[config.mk]
export PLATFORM = sky130hd
export DESIGN_NAME = sobel_pipe
export DESIGN_NICKNAME = d
export VERILOG_FILES = /design/src/rtl/sobel_pipe.sv
export SDC_FILE = /design/constraint.sdc
export NUM_CORES = 1
export LEC_CHECK = 0
export ABC_AREA = 0
export CAP_MARGIN = 10
export CORE_MARGIN = 2
export CORE_UTILIZATION = 30
export DETAILED_ROUTE_END_ITERATION = 16
export HOLD_SLACK_MARGIN = 0.06
export PLACE_DENSITY_LB_ADDON = 0.08
export SLEW_MARGIN = 10
export SYNTH_ARGS = -nofsm -noshare
export SYNTH_HDL_FRONTEND = slang
export SYNTH_SLANG_ARGS = --single-unit
[constraint.sdc]
create_clock -name clk -period 4.2 [get_ports clk]
set_input_delay 0.84 -clock clk [delete_from_list [all_inputs] [get_ports clk]]
set_output_delay 0.84 -clock clk [all_outputs]
set_load 0.05 [all_outputs]
[src/rtl/sobel_pipe.sv]
// Three-stage Sobel gradient engine: S1 gx/gy, S2 abs/min/max/signs, S3 magnitude, direction and edge.
// All stages advance together on ~out_valid | out_ready, so back-pressure freezes the whole pipe.
module sobel_pipe #(
  parameter int PIX_W  = 8,
  parameter int USER_W = 2,
  parameter int SHIFT  = 0
) (
  input  logic              clk,
  input  logic              rst,
  input  logic              in_valid,
  output logic              in_ready,
  input  logic [PIX_W-1:0]  p0,
  input  logic [PIX_W-1:0]  p1,
  input  logic [PIX_W-1:0]  p2,
  input  logic [PIX_W-1:0]  p3,
  input  logic [PIX_W-1:0]  p5,
  input  logic [PIX_W-1:0]  p6,
  input  logic [PIX_W-1:0]  p7,
  input  logic [PIX_W-1:0]  p8,
  input  logic [USER_W-1:0] in_user,
  input  logic [1:0]        cfg_mode,
  input  logic [PIX_W+2:0]  cfg_thresh,
  output logic              out_valid,
  input  logic              out_ready,
  output logic [PIX_W-1:0]  out_data,
  output logic [1:0]        out_dir,
  output logic              out_edge,
  output logic [USER_W-1:0] out_user
);

  localparam int GW = PIX_W + 3;
  localparam int AW = PIX_W + 2;

  logic                    r_v1, r_v2, r_v3;
  logic signed [GW-1:0]    r_gx, r_gy;
  logic [1:0]              r_md1, r_md2;
  logic [GW-1:0]           r_th1, r_th2;
  logic [USER_W-1:0]       r_u1, r_u2, r_u3;
  logic [AW-1:0]           r_ax, r_ay, r_mx, r_mn;
  logic                    r_sx, r_sy;
  logic [PIX_W-1:0]        r_data;
  logic [1:0]              r_dir;
  logic                    r_edge;

  logic                    w_adv;
  logic signed [GW-1:0]    w_gx, w_gy;
  logic [AW-1:0]           w_ax, w_ay;
  logic                    w_x_ge_y;
  logic [GW-1:0]           w_l1, w_l2, w_m, w_ms;
  logic                    w_edge;
  logic [PIX_W-1:0]        w_data;
  logic                    w_dx, w_dy;
  logic [1:0]              w_dir;

  function automatic logic signed [GW-1:0] f_ext(input logic [PIX_W-1:0] p);
    return $signed({3'b000, p});
  endfunction

  assign w_adv    = ~r_v3 | out_ready;
  assign in_ready = w_adv;

  // Range is bounded by 4*(2^PIX_W-1), so GW signed bits never wrap.
  assign w_gx = (f_ext(p2) - f_ext(p0)) + ((f_ext(p5) - f_ext(p3)) <<< 1) + (f_ext(p8) - f_ext(p6));
  assign w_gy = (f_ext(p0) - f_ext(p6)) + ((f_ext(p1) - f_ext(p7)) <<< 1) + (f_ext(p2) - f_ext(p8));

  assign w_ax     = AW'(r_gx[GW-1] ? -r_gx : r_gx);
  assign w_ay     = AW'(r_gy[GW-1] ? -r_gy : r_gy);
  assign w_x_ge_y = (w_ax >= w_ay);

  assign w_l1 = {1'b0, r_ax} + {1'b0, r_ay};
  assign w_l2 = {1'b0, r_mx} + {2'b00, r_mn[AW-1:1]};

  always_comb begin
    w_m = w_l1;
    case (r_md2)
      2'd1:    w_m = {1'b0, r_mx};
      2'd2:    w_m = w_l2;
      default: w_m = w_l1;
    endcase
  end

  assign w_ms   = w_m >> SHIFT;
  assign w_edge = (w_ms >= r_th2);

  always_comb begin
    w_data = w_ms[PIX_W-1:0];
    if (r_md2 == 2'd3)
      w_data = w_edge ? '1 : '0;
    else if (|w_ms[GW-1:PIX_W])
      w_data = '1;
  end

  // gx=gy=0 falls into the horizontal bucket via the first compare.
  assign w_dx  = ({r_ay, 1'b0} <= {1'b0, r_ax});
  assign w_dy  = ({r_ax, 1'b0} <= {1'b0, r_ay});
  assign w_dir = w_dx ? 2'd0 : (w_dy ? 2'd2 : ((r_sx == r_sy) ? 2'd1 : 2'd3));

  always_ff @(posedge clk or negedge rst) begin
    if (!rst) begin
      r_v1   <= 1'b0;
      r_v2   <= 1'b0;
      r_v3   <= 1'b0;
      r_gx   <= '0;
      r_gy   <= '0;
      r_md1  <= '0;
      r_md2  <= '0;
      r_th1  <= '0;
      r_th2  <= '0;
      r_u1   <= '0;
      r_u2   <= '0;
      r_u3   <= '0;
      r_ax   <= '0;
      r_ay   <= '0;
      r_mx   <= '0;
      r_mn   <= '0;
      r_sx   <= 1'b0;
      r_sy   <= 1'b0;
      r_data <= '0;
      r_dir  <= '0;
      r_edge <= 1'b0;
    end else if (w_adv) begin
      r_v1   <= in_valid;
      r_gx   <= w_gx;
      r_gy   <= w_gy;
      r_md1  <= cfg_mode;
      r_th1  <= cfg_thresh;
      r_u1   <= in_user;

      r_v2   <= r_v1;
      r_ax   <= w_ax;
      r_ay   <= w_ay;
      r_mx   <= w_x_ge_y ? w_ax : w_ay;
      r_mn   <= w_x_ge_y ? w_ay : w_ax;
      r_sx   <= r_gx[GW-1];
      r_sy   <= r_gy[GW-1];
      r_md2  <= r_md1;
      r_th2  <= r_th1;
      r_u2   <= r_u1;

      r_v3   <= r_v2;
      r_data <= w_data;
      r_dir  <= w_dir;
      r_edge <= w_edge;
      r_u3   <= r_u2;
    end
  end

  assign out_valid = r_v3;
  assign out_data  = r_data;
  assign out_dir   = r_dir;
  assign out_edge  = r_edge;
  assign out_user  = r_u3;

endmodule

==> results.json <==
{
  "status": "finished clean",
  "fin_util_pct": 39.6,
  "nNetsFinal": 1569,
  "worstSkewPairLatency_ps": 360,
  "setup_violations": 0,
  "synth_top_area_share_pct": 28.1,
  "fmax_ghz": 0.247,
  "clk_path_buf_depth": 2,
  "comb_power_share_pct": 73.3,
  "sw_frac_of_total_pct": 47.2,
  "placedCellCount": 1705,
  "syn-cell-area_mm2": 0.00971,
  "grt_pass1_vias": 8357,
  "hold_class": "reg -> reg",
  "avgSynthCellArea_um2": 8.51,
  "overflow": 0,
  "drv_slew": 0,
  "ir_drop_v": 0.000462,
  "diodes": 0,
  "clock_skew_ps": 15.4,
  "viasPerCell": 4.68,
  "dieHeight_um": 184,
  "crit_path_end_kind": "flip-flop",
  "grt_max_degree": 65,
  "drtPass1Iterations": 5,
  "syn-num-nets": 1382,
  "synth_seq_cells": 109,
  "yosysWarnings": 0,
  "cp_max_fo": 3,
  "num_rows": 65,
  "start_util_pct": 30.6,
  "required_ps": 4430,
  "max-slew-margin-rel_pct": 43.1,
  "finalCritPeriodShare_pct": 96.5,
  "fin_crit_ps": 4050,
  "crit_type": "in -> reg",
  "clockPowerShare_pct": 8.0,
  "crit_path_end": "r_gy[10]",
  "coreArea_mm2": 0.0317,
  "fp.dieW_um": 184,
  "holdBufCountCts": 0,
  "syn_to_final_growth_pct": 29.5,
  "synth_edf_count": 0,
  "vias": 8108,
  "die-area_mm2": 0.0338,
  "rsz0062_at_grt": "yes",
  "grtUsageTotal_pct": 16.0,
  "setup_tns_ps": 0,
  "fillers": 3271,
  "ant_nets": 0,
  "tightest_slew_ps": 854,
  "drtIter0Drc": 315,
  "path_clk_slew_ps": 90,
  "ys_seq_area_share_pct": 28.1,
  "cts_tree": "done",
  "finalHoldViolCount": 0,
  "syn_inst": 1140,
  "drive_above_1_share_pct": 16.7,
  "cts_made_buffers": 9,
  "cts_max_level": 3,
  "p_int_uw": 5670,
  "synth.area.top_cells": "dfrtp_1 28%, ha_1 17%, inv_1 6.3%, fa_1 5.8%, nand2_1 5.4%",
  "r2r_cells": 17,
  "drt_wl_total_mm": 25.7,
  "final_common_cell": "inv_1",
  "start_kind": "primary input",
  "critPathLaunch": "p2[2]",
  "cts-root-buf": "clkbuf_16",
  "wl_per_cell_um": 14.8,
  "r2r_end": "out_data[3]",
  "rr_startpoint": "r_mx[0]",
  "pwr_density_cell_mw_per_mm2": 854,
  "rrSetupSlack_ps": 340,
  "p_sw_uw": 5080,
  "fin_cells": 1734,
  "async_reset_ff_share_pct": 100,
  "drcViolationCount": 0,
  "p_seq_share_pct": 18.7,
  "leakagePower_uw": 0.00610,
  "io_pins": 98,
  "yosys.area.top_type": "dfrtp_1",
  "synth.distinct_cells": 64,
  "crit_arrival_ps": 4290,
  "antenna_found_initial": 1,
  "most-common-layout-cells": "160 x inv_1, 140 x nand2_1, 119 x ha_1, 115 x buf_4, 109 x dfrtp_1",
  "drv_cap": 0,
  "ys.flop_type": "dfrtp_1",
  "grt_pass1_wl_mm": 42.9,
  "gp_congestion": 0.812,
  "numPortBuffers": 97,
  "dp_hpwl_mm": 21.0,
  "cts_sinks": 109,
  "hp-start": "r_v2"
}
kinds of logic after synthesis:
group,Yosys count,share of synthesized area [%]
fa+ha+maj,159,22.7
buf+inv,198,7.70
flops,109,28.1
mux,18,1.97
simple gates,295,13.7
compound gates,285,18.9
xor+xnor,76,6.94
power by group through the flow:
stage               Sequential (uW)  Combinational [uW]  Clock (uW)
floorplan                      2050                5210           0
global placement               2040                7580           0
detailed placement             2040                7620           0
CTS                            2020                7780         892
global route                   2080                8900         941
finish                         2010                7870         863
sequential cells by signal, summed over array words and instances (netlist names), 8 cells and up:
signal and cells:
r_mn 9, r_gx 11, r_ay 10, r_th2 11
r_mx 10, r_th1 11, r_ax 10, out_data 8
r_gy 11
metal layers:
layer	track usage [%]	up-vias	wire length (um)
met4	4.67	2	571
met2	27.1	119	12100
met5	0	-	13
met3	2.06	30	708
met1	21.2	3727	12300
li1	-	4230	-
how the worst min path moves through the flow:
| stage | endpoint | depth (start not counted) |
|---|---|---|
| 2_1_floorplan | r_v2 | 2 |
| 3_3_place_gp | r_v2 | 2 |
| 3_5_place_dp | r_v2 | 2 |
| 4_1_cts | r_v2 | 2 |
| 5_1_grt | r_v2 | 2 |
| 6_report | r_v2 | 2 |
cells in the mapped netlist, types with 9 or more instances:
cell type  number
nor3_1         12
xor2_1         25
nand2_1       140
mux2i_1         9
inv_1         163
o21a_1         12
nor2b_1        20
clkbuf_1       26
dfrtp_1       109
ha_1          131
nand3_1        13
a21oi_1        95
a21boi_0        9
a21o_1         23
xnor2_1        50
fa_1           28
nor2_1         66
o21ai_0        70
nand2b_1       18
mux2_2          9
o21bai_1        9
timing repair:
item | in CTS | in global routing
buffers inserted | 8 | 5
gates resized for setup | 53 | 49
cloned | 0 | 0
setup endpoints to repair | 8 | 8
pin swaps | 35 | 39
worst max-delay path, cell delays in order:
cell and delay (ps):
clkdlybuf4s50_1 580, ha_4 250, a21oi_2 160, o21bai_1 100, a21o_1 180, a21o_1 180
a21o_1 190, a21oi_2 180, buf_4 140, fa_2 450, ha_4 230, nor2b_1 120
o21a_1 160, o22a_1 200, o41ai_2 50, xnor2_1 180, a21oi_1 90
stage by stage:
stage          hold slack, ps  instance area (um^2)  setup WS, ps  total power (uW)
6_report                  467                 12600           148             10700
3_3_place_gp              443                 11800          -614              9610
5_1_grt                   486                 12600         -13.0             11900
4_1_cts                   470                 12300          2.75             10700
2_1_floorplan             430                  9710          6.68              7260
3_5_place_dp              449                 11800          -628              9660
final cells by class:
class                      instances  area, um^2  share of cell area (%)
multi-input combinational        833        6610                    52.5
sequential                       109        2730                    21.7
timing repair buffer             211        1830                    14.5
inverter                         163         614                    4.89
tap                              402         503                    4.00
clock buffer                      10         229                    1.82
clock inverter                     6        65.1                   0.517
Power figures use the tool's default switching activity.
